## config.mk

```make
export PLATFORM = sky130hd
export DESIGN_NAME = bcd_to_bin
export DESIGN_NICKNAME = d
export VERILOG_FILES = /design/src/rtl/bcd_to_bin.sv
export SDC_FILE = /design/constraint.sdc
export NUM_CORES = 1
export LEC_CHECK = 0
export CAP_MARGIN = 5
export CORE_UTILIZATION = 39
export DETAILED_ROUTE_END_ITERATION = 8
export SYNTH_ARGS = -nofsm -noshare
export SYNTH_HDL_FRONTEND = slang
export SYNTH_SLANG_ARGS = --single-unit
```

## constraint.sdc

```tcl
create_clock -name clk -period 6.98 [get_ports clk]
set_input_delay 1.396 -clock clk [delete_from_list [all_inputs] [get_ports clk]]
set_output_delay 1.396 -clock clk [all_outputs]
set_load 0.1 [all_outputs]
```

## src/rtl/bcd_to_bin.sv

```systemverilog
// bcd_to_bin: iterative BCD-to-binary converter.
// Consumes one latched BCD digit per cycle, most significant first, and
// accumulates acc = acc*10 + digit. Digit code 15 is a blank (suppressed
// leading zero); codes 10-14, a blank after a non-blank digit, or an
// accumulator that exceeds the result width all flag an error.
//
// Ports:
//   clk      system clock, rising edge
//   rst      synchronous active-high reset
//   start    request a conversion; accepted in IDLE or DONE
//   bcd_in   DIGITS BCD codes, index 0 = least significant
//   busy     high while digits are being consumed
//   done     one-cycle pulse, bin_out/error valid
//   bin_out  binary result (0 when error), held until next done
//   error    result invalid, held with bin_out
module bcd_to_bin #(
  parameter int unsigned DIGITS    = 4,
  parameter int unsigned OUT_WIDTH = 16
) (
  input  logic                 clk,
  input  logic                 rst,
  input  logic                 start,
  input  logic [3:0]           bcd_in [0:DIGITS-1],
  output logic                 busy,
  output logic                 done,
  output logic [OUT_WIDTH-1:0] bin_out,
  output logic                 error
);

  localparam int unsigned IDX_W = (DIGITS > 1) ? $clog2(DIGITS) : 1;
  // Four spare bits hold acc*10 + 9 without wrapping, so overflow is exact.
  localparam int unsigned ACC_W = OUT_WIDTH + 4;

  localparam logic [1:0] S_IDLE    = 2'd0;
  localparam logic [1:0] S_CONVERT = 2'd1;
  localparam logic [1:0] S_DONE    = 2'd2;

  localparam logic [IDX_W-1:0] LAST_IDX = IDX_W'(DIGITS - 1);

  logic [1:0]           state;
  logic [1:0]           state_next;
  logic [3:0]           digit_q [0:DIGITS-1];
  logic [OUT_WIDTH-1:0] acc_q;
  logic                 seen_q;
  logic                 err_q;
  logic [IDX_W-1:0]     idx_q;

  logic                 accept_c;
  logic                 last_c;
  logic [3:0]           cur_digit_c;
  logic [ACC_W-1:0]     acc_wide_c;
  logic [OUT_WIDTH-1:0] acc_step_c;
  logic                 seen_step_c;
  logic                 err_step_c;

  // A new request is taken whenever no digits are in flight.
  assign accept_c    = start && ((state == S_IDLE) || (state == S_DONE));
  assign last_c      = (idx_q == '0);
  assign cur_digit_c = digit_q[idx_q];

  // acc*10 + d as shift-and-add at the widened width.
  assign acc_wide_c = (ACC_W'(acc_q) << 3) + (ACC_W'(acc_q) << 1) + ACC_W'(cur_digit_c);

  // One digit step: update accumulator, leading-blank tracking and error.
  always_comb begin
    acc_step_c  = acc_q;
    seen_step_c = seen_q;
    err_step_c  = err_q;
    if (cur_digit_c <= 4'd9) begin
      acc_step_c  = acc_wide_c[OUT_WIDTH-1:0];
      seen_step_c = 1'b1;
      if (acc_wide_c[ACC_W-1:OUT_WIDTH] != '0) begin
        err_step_c = 1'b1;
      end
    end else if (cur_digit_c == 4'd15) begin
      // Blank is only legal before the first real digit.
      if (seen_q) begin
        err_step_c = 1'b1;
      end
    end else begin
      err_step_c = 1'b1;
    end
  end

  // Next-state logic.
  always_comb begin
    state_next = state;
    case (state)
      S_IDLE: begin
        if (start) begin
          state_next = S_CONVERT;
        end
      end
      S_CONVERT: begin
        if (last_c) begin
          state_next = S_DONE;
        end
      end
      S_DONE: begin
        state_next = start ? S_CONVERT : S_IDLE;
      end
      default: begin
        state_next = S_IDLE;
      end
    endcase
  end

  // State register with busy/done registered from the next state.
  always_ff @(posedge clk) begin
    if (rst) begin
      state <= S_IDLE;
      busy  <= 1'b0;
      done  <= 1'b0;
    end else begin
      state <= state_next;
      busy  <= (state_next == S_CONVERT);
      done  <= (state_next == S_DONE);
    end
  end

  // Digit latch, accumulator and result registers.
  always_ff @(posedge clk) begin
    if (rst) begin
      for (int i = 0; i < int'(DIGITS); i++) begin
        digit_q[i] <= 4'd0;
      end
      acc_q   <= '0;
      seen_q  <= 1'b0;
      err_q   <= 1'b0;
      idx_q   <= '0;
      bin_out <= '0;
      error   <= 1'b0;
    end else if (accept_c) begin
      for (int i = 0; i < int'(DIGITS); i++) begin
        digit_q[i] <= bcd_in[i];
      end
      acc_q  <= '0;
      seen_q <= 1'b0;
      err_q  <= 1'b0;
      idx_q  <= LAST_IDX;
    end else if (state == S_CONVERT) begin
      acc_q  <= acc_step_c;
      seen_q <= seen_step_c;
      err_q  <= err_step_c;
      if (last_c) begin
        bin_out <= err_step_c ? '0 : acc_step_c;
        error   <= err_step_c;
      end else begin
        idx_q <= idx_q - IDX_W'(1);
      end
    end
  end

endmodule

```

==> key figures, run 1 <==
Pwr
  – Logic pwr share: 15.7%
  – Sw Share: 28.9%
  – Switching power total: 228 uW
  – Peak VDD IR: 0.0902 mV
  – Pwr/cell area: 191 nW/um^2
  – Leak: 1.83 nW
  – P_int: 562 uW
  – Clock share of power: 36.7%
  – Flop pwr share: 47.6%
  – Overall power: 790 uW

Global route
  – First-pass GRT wire length: 12500 um
  – Largest net degree at the start of global routing: 36
  – Gr usage total: 16.8%
  – Initial antenna violation count: 0
  – Vias in the first global route: 2706
  – Remaining Overflow, GRT: 0

Detailed routing
  – Wire per inst: 14.6 um
  – DRT antenna net count: 0
  – Met3 WL: 324 um
  – Total wire length: 7540 um
  – DR vias/cell: 5.35
  – TritonRoute pass-1 iters: 6
  – Post-route DRC: 0
  – Met1 wire length: 3320 um
  – Iteration-0 DRC Markers: 78
  – Max layer used: met4
  – Via Count: 2753
  – Met2 WL: 3750 um

CTS
  – CTS tree: yes
  – # H-tree levels: 3
  – Post-CTS Setup Bufs: 0
  – Root Driver: clkbuf_8
  – Post_cts resized: 0
  – Skew-Pair Late Insertion Delay: 0.35 ns
  – Max Root-Sink Buffers: 2
  – # hold bufs at CTS: 0
  – Clk slew on worst S/H paths: 0.08 ns
  – Clock sinks: 59
  – TritonCTS Buffers: 9

STA
  – Finish-stage setup viols: 0
  – Crit path time final: 4.17 ns
  – Final Hold Vio Count: 0
  – Setup TNS: 0 ns
  – Highest clock rate: 240 MHz
  – Post-route clock skew: 0.0105 ns
  – Slew Viols, Final: 0
  – RSZ-0062 raised after global routing: no
  – Period utilisation layout: 59.7%
  – Slew headroom: 31.9%
  – Tightest Pin Transition: 1.02 ns

Placement
  – GPL Wtd Cong: 0.810
  – Port bufs: 37
  – Area post-placement: 3950 um^2
  – Detailed placement HPWL: 5380 um

Floorplan
  – Die width: 97.1 um
  – Die area: 9420 um^2
  – Core Region: 8720 um^2
  – Ports: 38
  – Initial Util: 40.4%
  – Cell Rows: 34
  – DIE HEIGHT: 97.1 um

Min path
  – Hold EP: bin_out[14]
  – Worst hold path startpoint: bin_out[14]
  – Hold WC Path Type: flip-flop to flip-flop
  – Hold path depth: 2

Synthesis
  – Syn Area/Cell: 9.60 um^2
  – Top_reg_cell synth: dfxtp_1
  – Largest cells by area after synthesis: dfxtp_1, edfxtp_1, ha_1, nand2_1, a21oi_1
  – Syn nets: 420
  – Sequential fraction of the synthesis area: 38.1%
  – Ys async rst share: 0%
  – Mapped cell area: 3520 um^2
  – Synth cell types: 59
  – Count of flip-flops with a built-in enable after synthesis: 16
  – Synth Instances: 367
  – Yosys reg bits: 59
  – Post-synth top area cell: dfxtp_1
  – Top cell type's share of synthesized area: 24.4%
  – Yosys Warn Count: 0

Cells and area
  – Commonest non-fill, non-tap cell in the layout: nand2_1
  – Antenna diodes: 0
  – Design area: 4130 um^2
  – Final-layout fill cell count: 806
  – Share of cells above drive strength 1: 11.3%
  – Post-layout net count: 455
  – Utilization of the core after routing: 47.4%
  – Most frequent cells in the layout: nand2_1, dfxtp_1, clkdlybuf4s50_1, ha_1, a21oi_1
  – Area Overhead vs Synth: 17.2%

Worst setup path
  – Crit path arrival time: 4.37 ns
  – WS Path Type: flip-flop to flip-flop
  – CP Launch Type: flip-flop
  – R2r setup slk: 2.81 ns
  – Worst path required time: 7.18 ns
  – CP max-delay cell: mux4_1
  – Crit path cell chain: mux4_1, inv_1, fa_1, fa_1, nand2b_1, a21oi_1, o21ai_0, a211oi_1, a211oi_2, a41oi_4, o21ai_1
  – Largest stage delay, worst path: 0.68 ns
  – Worst path most repeated cell: fa_1
  – Endpoint type of the worst setup path: flip-flop
  – R2R Path End: bin_out[4]
  – Reg2reg path depth: 11
  – Crit path max fanout: 15

Run
  – Max-cap violations: 0

Outcome
  – Status: finished clean
worst max-delay path: cells and delay by family, from the launching register on:
kind | cells | cell delay, ns
mux | 1 | 0.68
compound gates | 6 | 1.68
fa+ha+maj | 2 | 0.92
flops | 1 | 0.46
buf+inv | 1 | 0.11
simple gates | 1 | 0.18
cell type report:
type                            count  area [um^2]  share of cell area (%)
Tap cell                          108          135                    3.27
Sequential cell                    59         1340                    32.5
Clock inverter                      4         25.0                   0.606
Clock buffer                       12          155                    3.76
Inverter                           14         52.6                    1.27
Multi-Input combinational cell    279         2040                    49.3
Timing Repair Buffer               39          385                    9.33
through the flow:
step           worst slack, ns  hold slack [ns]  std cells
6_report                  2.81            0.453        515
4_1_cts                   2.74            0.456        515
3_3_place_gp              2.90            0.438        499
2_1_floorplan             3.37            0.442        367
3_5_place_dp              2.75            0.441        499
5_1_grt                   2.53            0.476        515
state kept, by name, summed over array words and instances, names as in the netlist, named ones only:
signal   count
state        2
bin_out     16
busy         1
acc_q       16
done         1
error        1
err_q        1
idx_q        2
seen_q       1
digit_q     16
power groups by stage:
| stage | Sequential, mW | Clock [mW] | Combinational [mW] |
|---|---|---|---|
| floorplan | 0.398 | 0 | 0.0752 |
| global placement | 0.384 | 0 | 0.123 |
| detailed placement | 0.384 | 0 | 0.124 |
| CTS | 0.376 | 0.294 | 0.125 |
| global route | 0.377 | 0.310 | 0.136 |
| finish | 0.376 | 0.290 | 0.124 |
Yosys cell counts, types with 2 or more instances:
master	count
xor2_1	3
mux2i_1	12
a211oi_1	4
a21oi_1	30
buf_6	3
o21ai_1	6
inv_1	14
dfxtp_1	43
dlygate4sd1_1	2
clkbuf_1	8
and2_1	20
o211ai_1	3
o21ai_2	12
mux4_2	3
a31oi_1	2
nand4_1	3
nor2b_1	4
a21o_1	9
fa_1	2
nand2_1	52
nand2b_1	6
a211o_1	3
ha_1	32
nand3_1	3
nor3_1	4
xnor2_1	8
nor2_1	22
a21o_2	2
edfxtp_1	16
o21ai_0	7
layer usage:
layer  global-route usage, %  up-vias
met3                    4.60       14
met4                    6.89        0
met1                    19.2     1282
met5                       0        -
li1                        -     1387
met2                    29.5       70
logic make-up after synthesis:
| group | Yosys count | share of synthesized area [%] |
|---|---|---|
| simple gates | 119 | 16.0 |
| compound gates | 98 | 20.1 |
| flops | 59 | 38.1 |
| fa+ha+maj | 34 | 12.5 |
| buf+inv | 29 | 4.15 |
| mux | 17 | 6.39 |
| xor+xnor | 11 | 2.73 |
how the worst max path moves through the flow:
stage                    from     endpoint  slack (ns)  cells after the start
floorplan           flip-flop  bin_out[10]        3.37                     12
detailed placement  flip-flop   bin_out[4]        2.75                     11
global placement    flip-flop   bin_out[1]        2.90                     11
global route        flip-flop   bin_out[3]        2.53                     11
CTS                 flip-flop   bin_out[3]        2.74                     11
finish              flip-flop   bin_out[4]        2.81                     11
(Power assumes the default switching activity.)
==> run 2, diff against run 1 <==
==> constraint.sdc (replaced) <==
create_clock -name clk -period 3.9 [get_ports clk]
set_input_delay 0.78 -clock clk [delete_from_list [all_inputs] [get_ports clk]]
set_output_delay 0.78 -clock clk [all_outputs]
set_load 0.1 [all_outputs]
==> run 2 against run 1 <==
  * First-iteration DRC count increased by 10%
  * Register-to-register slack worse by 2.5 ns
  * Sequential cell count unchanged
  * Worst setup slack got worse by 2.5 ns
  * Highest routed layer unchanged
  * Sequential share of layout area down 0.66 points
  * Global-route usage grew 0.29 points
  * Clock skew decreased by 0.0021 ns
  * Clock power up 110%
  * Die area is the same
  * Largest cell class unchanged
  * Total power rose by 92%
==> key figures, run 2 (synthesized netlist as in run 1, its figures left out) <==
Outcome
  – Status: finished clean

STA
  – Slew Viols, Final: 0 (unchanged)
  – Final setup slack of the worst path: 0.280 ns (-2.53 ns)
  – Crit path time final: 3.62 ns (-0.547 ns)
  – Post-route clock skew: 0.00838 ns (-0.00208 ns)
  – Finish-stage setup viols: 0 (unchanged)
  – RSZ-0062 raised after global routing: no
  – Final Hold Vio Count: 0 (unchanged)
  – Setup TNS: 0 ns (unchanged)
  – Period utilisation layout: 92.8% (+33 points)
  – Slew headroom: 33.2% (+1.3 points)
  – Highest clock rate: 276 MHz (+15%)
  – Tightest Pin Transition: 0.999 ns (-0.0202 ns)

Placement
  – Port bufs: 37 (unchanged)
  – Pre-CTS WS: 0.209 ns (-2.54 ns)
  – Detailed placement HPWL: 5630 um (+4.5%)
  – GPL Wtd Cong: 0.813 (+0.38%)

Cells and area
  – Most frequent cells in the layout: nand2_1, dfxtp_1, clkdlybuf4s50_1, ha_1, a21oi_1
  – Commonest non-fill, non-tap cell in the layout: nand2_1
  – Share of cells above drive strength 1: 13.1% (+1.8 points)
  – Largest registers: acc_q x16, bin_out x16, digit_q x16
  – Post-layout net count: 460 (+1.1%)
  – Antenna diodes: 0 (unchanged)
  – Area Overhead vs Synth: 19.7%

Worst setup path
  – R2r setup slk: 0.28 ns (-2.53 ns)
  – Largest stage delay, worst path: 0.59 ns (-0.09 ns)
  – Crit path max fanout: 11 (-4)
  – Reg2reg path depth: 13 (+2)
  – Endpoint type of the worst setup path: flip-flop
  – CP max-delay cell: mux4_1
  – Worst path required time: 4.14 ns (-3.04 ns)
  – CP Launch Type: flip-flop
  – Crit path arrival time: 3.86 ns (-0.51 ns)
  – R2R Path End: bin_out[3]
  – WS Path Type: flip-flop to flip-flop
  – CP endpoint: bin_out[3]
  – Crit path cell chain: mux4_1, inv_1, fa_1, inv_1, ha_1, a211o_1, a211o_1, a31o_2, o21ai_0, o21ai_2, a41oi_4, buf_4, o21ai_1

Detailed routing
  – Via Count: 2750 (-0.11%)
  – Iteration-0 DRC Markers: 86 (+10%)
  – DR vias/cell: 5.29 (-1.1%)
  – DRT antenna net count: 0 (unchanged)
  – Wire per inst: 14.5 um (-0.74%)
  – Post-route DRC: 0 (unchanged)
  – TritonRoute pass-1 iters: 4 (-2)
  – Total wire length: 7560 um (+0.23%)

Floorplan
  – Initial Util: 40.4% (unchanged)
  – Die width: 97.1 um (unchanged)
  – Ports: 38 (unchanged)
  – Core Region: 8720 um^2 (unchanged)
  – DIE HEIGHT: 97.1 um (unchanged)
  – Cell Rows: 34 (unchanged)
  – Die area: 9420 um^2 (unchanged)

Global route
  – Remaining Overflow, GRT: 0 (unchanged)
  – Vias in the first global route: 2588 (-4.4%)
  – Met1 Track Usage GR: 20.9% (+1.7 points)
  – Initial antenna violation count: 0 (unchanged)
  – First-pass GRT wire length: 12600 um (+0.99%)
  – M2 GR Usage: 29.3% (-0.22 points)
  – Most Used Layer, Global Route: met2
  – Largest net degree at the start of global routing: 36 (unchanged)
  – Global routing usage on met3: 3.17% (-1.4 points)
  – Gr usage total: 17.1% (+0.29 points)

CTS
  – Post-CTS Setup Bufs: 0 (unchanged)
  – Skew-Pair Late Insertion Delay: 0.35 ns (about the same)
  – CTS tree: yes
  – Clock sinks: 59 (unchanged)
  – Max Root-Sink Buffers: 2 (unchanged)
  – TritonCTS Buffers: 9 (unchanged)
  – # H-tree levels: 3 (unchanged)
  – Clk slew on worst S/H paths: 0.07 ns (about the same)
  – Root Driver: clkbuf_8

Pwr
  – Leak: 1.87 nW (+2.4%)
  – Pwr/cell area: 359 nW/um^2 (+88%)
  – Peak VDD IR: 0.180 mV (+100%)

Run
  – Max-cap violations: 0 (unchanged)

Min path
  – Hold WC Path Type: flip-flop to flip-flop
  – Worst hold path startpoint: bin_out[12]
-- run 2: metal layers --
metal	vias to the layer above	wire length, um
li1	1393	-
met1	1282	3360
met2	62	3740
met3	13	314
met4	0	140
met5	-	0
-- run 2: cell type report --
type | count | area, um^2
flip-flops and latches | 59 | 1340
inverters | 14 | 52.6
well taps | 108 | 135
clock buffers | 10 | 149
multi-input cells | 279 | 2040
clock inverters | 6 | 71.3
repair buffers | 44 | 423
fillers | 845 | 4500
-- run 2: worst min-delay path by stage --
stage,depth (start not counted),slack [ns],endpoint
CTS,2,0.46,bin_out[14]
global route,2,0.47,bin_out[12]
global placement,2,0.44,bin_out[13]
finish,2,0.45,bin_out[12]
floorplan,2,0.44,seen_q
detailed placement,2,0.44,bin_out[12]
-- run 2: worst max-delay path: cells and delay by family, from the launching register on --
family          cells  cell delay [ns]
compound gates      7             1.41
fa+ha+maj           2             0.69
mux                 1             0.59
buf+inv             3             0.42
flops               1             0.38
-- run 2: repair_timing --
action | 4_1_cts | 5_1_grt
resized for setup | 0 | 2
endpoints found under the setup margin | 0 | 17
hold buffers | 0 | 0
-- run 2: metrics by stage --
step | cells | total power, mW | cell area [um^2] | hold slack, ns | utilization, %
6_report | 520 | 1.51 | 4220 | 0.454 | 48.4
5_1_grt | 520 | 1.58 | 4220 | 0.468 | 48.4
4_1_cts | 520 | 1.53 | 4210 | 0.459 | 48.2
3_5_place_dp | 504 | 0.917 | 3990 | 0.442 | 45.7
3_3_place_gp | 504 | 0.915 | 3990 | 0.438 | 45.7
2_1_floorplan | 367 | 0.846 | 3520 | 0.442 | -
-- run 2: where the power goes --
part           switching, mW  leakage [nW]  internal, mW
logic                  0.139          1.24        0.0900
registers             0.0136         0.522         0.657
clock network          0.275         0.110         0.339
==> run 3, diff against run 2 <==
--- a/config.mk
+++ b/config.mk
@@ -7,6 +7,7 @@
 export LEC_CHECK = 0
 export CAP_MARGIN = 5
 export CORE_UTILIZATION = 39
+export CTS_CLUSTER_SIZE = 24
 export DETAILED_ROUTE_END_ITERATION = 8
 export SYNTH_ARGS = -nofsm -noshare
 export SYNTH_HDL_FRONTEND = slang
==> results of run 3 <==
The final DEF is identical to that of run 2; final timing and power are the same.
